==> src/rtl/mem_access_ctrl.sv <==
// MEM-stage load/store controller: issues one bus transaction per aligned EX memory op,
// formats returned load data and stalls the pipeline while the access is outstanding.
module mem_access_ctrl (
  input  logic        clk,
  input  logic        reset,
  input  logic        stall,
  input  logic        flush,
  input  logic        ex_en,
  input  logic [3:0]  ex_mem_op,
  input  logic [31:0] ex_addr,
  input  logic [31:0] ex_wr_data,
  input  logic [31:0] ex_out,
  input  logic        bus_ack,
  input  logic [31:0] bus_rd_data,
  output logic        bus_req,
  output logic        bus_rw,
  output logic [31:0] bus_addr,
  output logic [3:0]  bus_be,
  output logic [31:0] bus_wr_data,
  output logic [31:0] out,
  output logic        miss_align,
  output logic        busy
);

  localparam logic [3:0] OP_LB  = 4'd1;
  localparam logic [3:0] OP_LH  = 4'd2;
  localparam logic [3:0] OP_LW  = 4'd3;
  localparam logic [3:0] OP_LBU = 4'd4;
  localparam logic [3:0] OP_LHU = 4'd5;
  localparam logic [3:0] OP_SB  = 4'd6;
  localparam logic [3:0] OP_SH  = 4'd7;
  localparam logic [3:0] OP_SW  = 4'd8;

  typedef enum logic [1:0] {IDLE, ACCESS, DONE} state_t;

  state_t      state;
  logic        kill;
  logic [31:0] rd_buf;
  logic [3:0]  op_q;
  logic [1:0]  lo_q;

  logic        is_mem;
  logic        is_store;
  logic        misaligned;
  logic        accept;
  logic [3:0]  st_be;
  logic [31:0] st_data;

  // Extracts and extends the addressed byte/half of a little-endian read word.
  function automatic logic [31:0] format_load(input logic [3:0]  op,
                                              input logic [1:0]  lo,
                                              input logic [31:0] d);
    logic [7:0]  b;
    logic [15:0] h;
    logic [31:0] r;
    case (lo)
      2'd0:    b = d[7:0];
      2'd1:    b = d[15:8];
      2'd2:    b = d[23:16];
      default: b = d[31:24];
    endcase
    h = lo[1] ? d[31:16] : d[15:0];
    case (op)
      OP_LB:   r = {{24{b[7]}}, b};
      OP_LBU:  r = {24'd0, b};
      OP_LH:   r = {{16{h[15]}}, h};
      OP_LHU:  r = {16'd0, h};
      OP_LW:   r = d;
      default: r = 32'd0;
    endcase
    return r;
  endfunction

  always_comb begin
    is_mem   = ex_en && (ex_mem_op >= OP_LB) && (ex_mem_op <= OP_SW);
    is_store = (ex_mem_op == OP_SB) || (ex_mem_op == OP_SH) || (ex_mem_op == OP_SW);
    misaligned = is_mem &&
                 ((((ex_mem_op == OP_LH) || (ex_mem_op == OP_LHU) || (ex_mem_op == OP_SH))
                   && ex_addr[0]) ||
                  (((ex_mem_op == OP_LW) || (ex_mem_op == OP_SW)) && (ex_addr[1:0] != 2'b00)));
    accept = (state == IDLE) && is_mem && !misaligned && !flush;
  end

  // Store lanes are replicated so the bus can pick any lane selected by the enables.
  always_comb begin
    st_be   = 4'b0000;
    st_data = 32'd0;
    case (ex_mem_op)
      OP_SB: begin
        st_be   = 4'b0001 << ex_addr[1:0];
        st_data = {4{ex_wr_data[7:0]}};
      end
      OP_SH: begin
        st_be   = ex_addr[1] ? 4'b1100 : 4'b0011;
        st_data = {2{ex_wr_data[15:0]}};
      end
      OP_SW: begin
        st_be   = 4'b1111;
        st_data = ex_wr_data;
      end
      default: begin
        st_be   = 4'b0000;
        st_data = 32'd0;
      end
    endcase
  end

  // A flush during ACCESS cannot cancel the bus cycle, so it is remembered in kill
  // and the result is simply dropped when the ack arrives.
  always_ff @(posedge clk) begin
    if (reset) begin
      state       <= IDLE;
      kill        <= 1'b0;
      bus_req     <= 1'b0;
      bus_rw      <= 1'b0;
      bus_addr    <= 32'd0;
      bus_be      <= 4'b0000;
      bus_wr_data <= 32'd0;
      rd_buf      <= 32'd0;
      op_q        <= 4'd0;
      lo_q        <= 2'd0;
    end else begin
      case (state)
        IDLE: begin
          if (accept) begin
            state       <= ACCESS;
            bus_req     <= 1'b1;
            bus_rw      <= is_store;
            bus_addr    <= {ex_addr[31:2], 2'b00};
            bus_be      <= st_be;
            bus_wr_data <= st_data;
            op_q        <= ex_mem_op;
            lo_q        <= ex_addr[1:0];
          end
        end
        ACCESS: begin
          if (bus_ack) begin
            bus_req <= 1'b0;
            kill    <= 1'b0;
            if (kill || flush) begin
              state <= IDLE;
            end else begin
              state  <= DONE;
              rd_buf <= format_load(op_q, lo_q, bus_rd_data);
            end
          end else if (flush) begin
            kill <= 1'b1;
          end
        end
        DONE: begin
          if (!stall || flush) state <= IDLE;
        end
        default: state <= IDLE;
      endcase
    end
  end

  always_comb begin
    out        = 32'd0;
    miss_align = 1'b0;
    busy       = 1'b0;
    case (state)
      IDLE: begin
        busy = accept;
        if (!is_mem) begin
          out = ex_out;
        end else if (misaligned && !flush) begin
          miss_align = 1'b1;
        end
      end
      ACCESS:  busy = 1'b1;
      DONE:    out  = rd_buf;
      default: out  = 32'd0;
    endcase
  end

endmodule
==> config.mk <==
export PLATFORM = sky130hd
export DESIGN_NAME = mem_access_ctrl
export DESIGN_NICKNAME = d
export VERILOG_FILES = /design/src/rtl/mem_access_ctrl.sv
export SDC_FILE = /design/constraint.sdc
export NUM_CORES = 1
export LEC_CHECK = 0
export ABC_AREA = 0
export BUFFER_PORTS_ARGS = -buffer_cell sky130_fd_sc_hd__buf_2
export CORE_ASPECT_RATIO = 0.8
export CORE_UTILIZATION = 50
export DETAILED_ROUTE_END_ITERATION = 16
export MAX_ROUTING_LAYER = met4
export PLACE_DENSITY = 0.84
export SLEW_MARGIN = 5
export SYNTH_ARGS = -nofsm -noshare
export SYNTH_HDL_FRONTEND = slang
export SYNTH_SLANG_ARGS = --single-unit
export TNS_END_PERCENT = 20
==> constraint.sdc <==
create_clock -name clk -period 5.5 [get_ports clk]
set_input_delay 0.55 -clock clk [delete_from_list [all_inputs] [get_ports clk]]
set_output_delay 0.55 -clock clk [all_outputs]
set_load 0.03 [all_outputs]
==> reports/results.txt <==
max-slew violation total from the final report: 0
clk slew on worst S/H paths: 0.07 ns
post-CTS setup buffer count: 0
final hold slack: 0.439 ns
number of diodes: 0
Slew @ Worst Pin: 1.22 ns
Hold Path Class: in -> reg
top-area cell type share of the netlist area: 40.0%
leakage: 3.16 nW
Max-slew headroom: 18.2%
# IOs: 242
setup_tns: 0 ns
Final period util: 60.1%
top cells by area, synth: dfxtp_1 40%, a22o_1 10%, nand2_1 5.9%, a31o_2 4.7%, a31oi_1 4.5%
number of clock sinks: 109
CTS Buf Count: 9
CP Max Fanout: 39
Root Buffer: clkbuf_16
H-tree Lvls: 3
CP Launch Type: input port
multi-input combinational cell area: 0.00294 mm²
Logic pwr share: 17.0%
initial antenna violation count: 0
Clock Skews: 0.00633 ns
vias in the first global route: 5,110
CTS tree: built
clk_lat worst skew: 0.34 ns
vias per cell: 6.09
Critical Path AT: 2.76 ns
commonest cells after routing, fill and taps aside: 239 x buf_2, 109 x dfxtp_1, 86 x nand2_1, 64 x a22o_1, 39 x a31oi_1
switching pwr: 0.485 mW
yosys warns: 0
Cells after Synth: 600
Core Footprint: 0.0104 mm²
Total GRT Usage: 28.9%
Net Sw Frac: 27.6%
Tmin final: 3.31 ns
Seq. cell area: 0.00218 mm²
Crit Path Class: in -> out
largest net degree at the start of global routing: 82
Final ANT Viol Nets: 0
Row Count: 33
pwr/cell area: 257 mW/mm²
Post-Syn Area: 0.00545 mm²
Final nets: 932
WL per Instance: 17.6 µm
vias: 5,716
first-pass GRT wire length: 25.3 mm
Flop pwr share: 46.3%
CP Capture Type: output port
Clk pwr share: 36.8%
Area Overhead vs Synth: 25.7%
drt first pass iters: 5
Resize count post-CTS: 0
Mapped Avg Cell Area: 9.09 µm²
CTS Buffer Depth: 2
RSZ-0062 raised after global routing: no
violation count after the first detailed-routing iteration: 377
Placer Congestion: 0.857
count of final setup violators: 0
Netlist cell types: 59
ratio of cells with drive above 1 in the final layout: 39.8%
status: finished clean
fraction of registers with async set or reset after synthesis: 0%
Post-synth EDFFs: 0
Max Cap Viol: 0
Hold Path Depth: 2
predominant post-synthesis flop cell: dfxtp_1
commonest non-fill, non-tap cell in the layout: buf_2
VDD IR max: 185 µV
Seq/Total Area, Yosys: 40.0%
number of I/O port buffers: 239
Die ar.: 0.0113 mm²
total grt overflow: 0
WL final: 16.6 mm
DP HPWL: 11.9 mm
Yosys top cell by area: dfxtp_1
Residual DRC: 0
Fmax: 0.303 GHz
Yosys reg bits: 109
initial core utilization: 52.4%
final hold vios: 0
R2R cell count: 5
FILL cells: 899
hold bufs inserted after CTS: 0
Int Pwr: 1.27 mW
Die Y: 95.4 µm
chip width: 119 µm
Worst EP required: 4.95 ns
==> worst max-delay path, stage by stage <==
cell    delay, ns
buf_2        0.24
or4b_4       0.61
o22a_1       0.23
buf_4        0.26
and3_4       0.34
or2_2        0.33
buf_2        0.18
==> cells by family (layout without fill, tap and decap cells) <==
family | count (synthesis) | count (layout) | synth area share [%]
simple gates | 151 | 151 | 14.1
compound gates | 251 | 251 | 35.5
other cells | 1 | 2 | 0.0688
xor+xnor | 1 | 1 | 0.161
buf+inv | 68 | 265 | 6.45
flops | 109 | 109 | 40.0
mux | 19 | 19 | 3.76
==> layer usage <==
metal	wire length, µm	track usage [%]	part of all wire, %	up-vias
li1	-	-	-	2690
met5	0	-	0	-
met2	7990	46.5	48	276
met1	7050	37.1	43	2725
met3	1250	5.26	7.6	25
met4	257	8.76	1.6	0
==> path summary, 6_finish.rpt <==
kind	start	to	slack (ns)
setup / recovery	ex_mem_op[0]	busy	2.19
hold / removal	ex_addr[16]	bus_addr[16]	0.44
setup reg to reg	lo_q[1]	rd_buf[29]	2.77
hold reg to reg	bus_rw	bus_rw	0.46
==> final cells by class <==
cell class / count / share of cell area, %
clock buffer: 11 / 3.54
tap: 140 / 2.56
sequential: 109 / 31.8
clock inverter: 4 / 0.712
timing repair buffer: 247 / 18.3
inverter: 3 / 0.164
multi-input combinational: 424 / 42.8
==> flip-flops by register name, summed over array words and instances (netlist names) <==
register / cells
bus_addr: 30
bus_be: 4
bus_req: 1
bus_rw: 1
bus_wr_data: 32
kill: 1
lo_q: 2
op_q: 4
rd_buf: 32
state: 2
==> through the flow <==
step / total power [mW] / instances / instance area [µm²] / utilization, % / worst slack [ns]
after floorplan: 1.02 / 601 / 5460 / - / 2.42
after global placement: 1.12 / 922 / 6550 / 63.0 / 2.26
after detailed placement: 1.13 / 922 / 6550 / 63.0 / 2.21
after CTS: 1.77 / 937 / 6840 / 65.8 / 2.21
after global routing: 1.82 / 938 / 6850 / 65.8 / 2.12
final: 1.76 / 938 / 6850 / 65.8 / 2.19
==> synth_stat cells, types with 16 or more instances <==
cell type and instances:
a22oi_1 24, o2bb2ai_1 19, dfxtp_1 109, nand2_1 86, buf_2 17, a31o_2 29
a22o_1 64, a31oi_1 39, o21ai_0 17, a21oi_1 20, mux2i_1 16, clkbuf_1 35
==> power groups by stage <==
stage / clock network (mW) / registers, mW / logic (mW)
after floorplan: 0 / 0.844 / 0.178
after global placement: 0 / 0.830 / 0.287
after detailed placement: 0 / 0.831 / 0.294
after CTS: 0.657 / 0.813 / 0.295
after global routing: 0.685 / 0.815 / 0.320
final: 0.646 / 0.813 / 0.298
(Power assumes the default switching activity.)
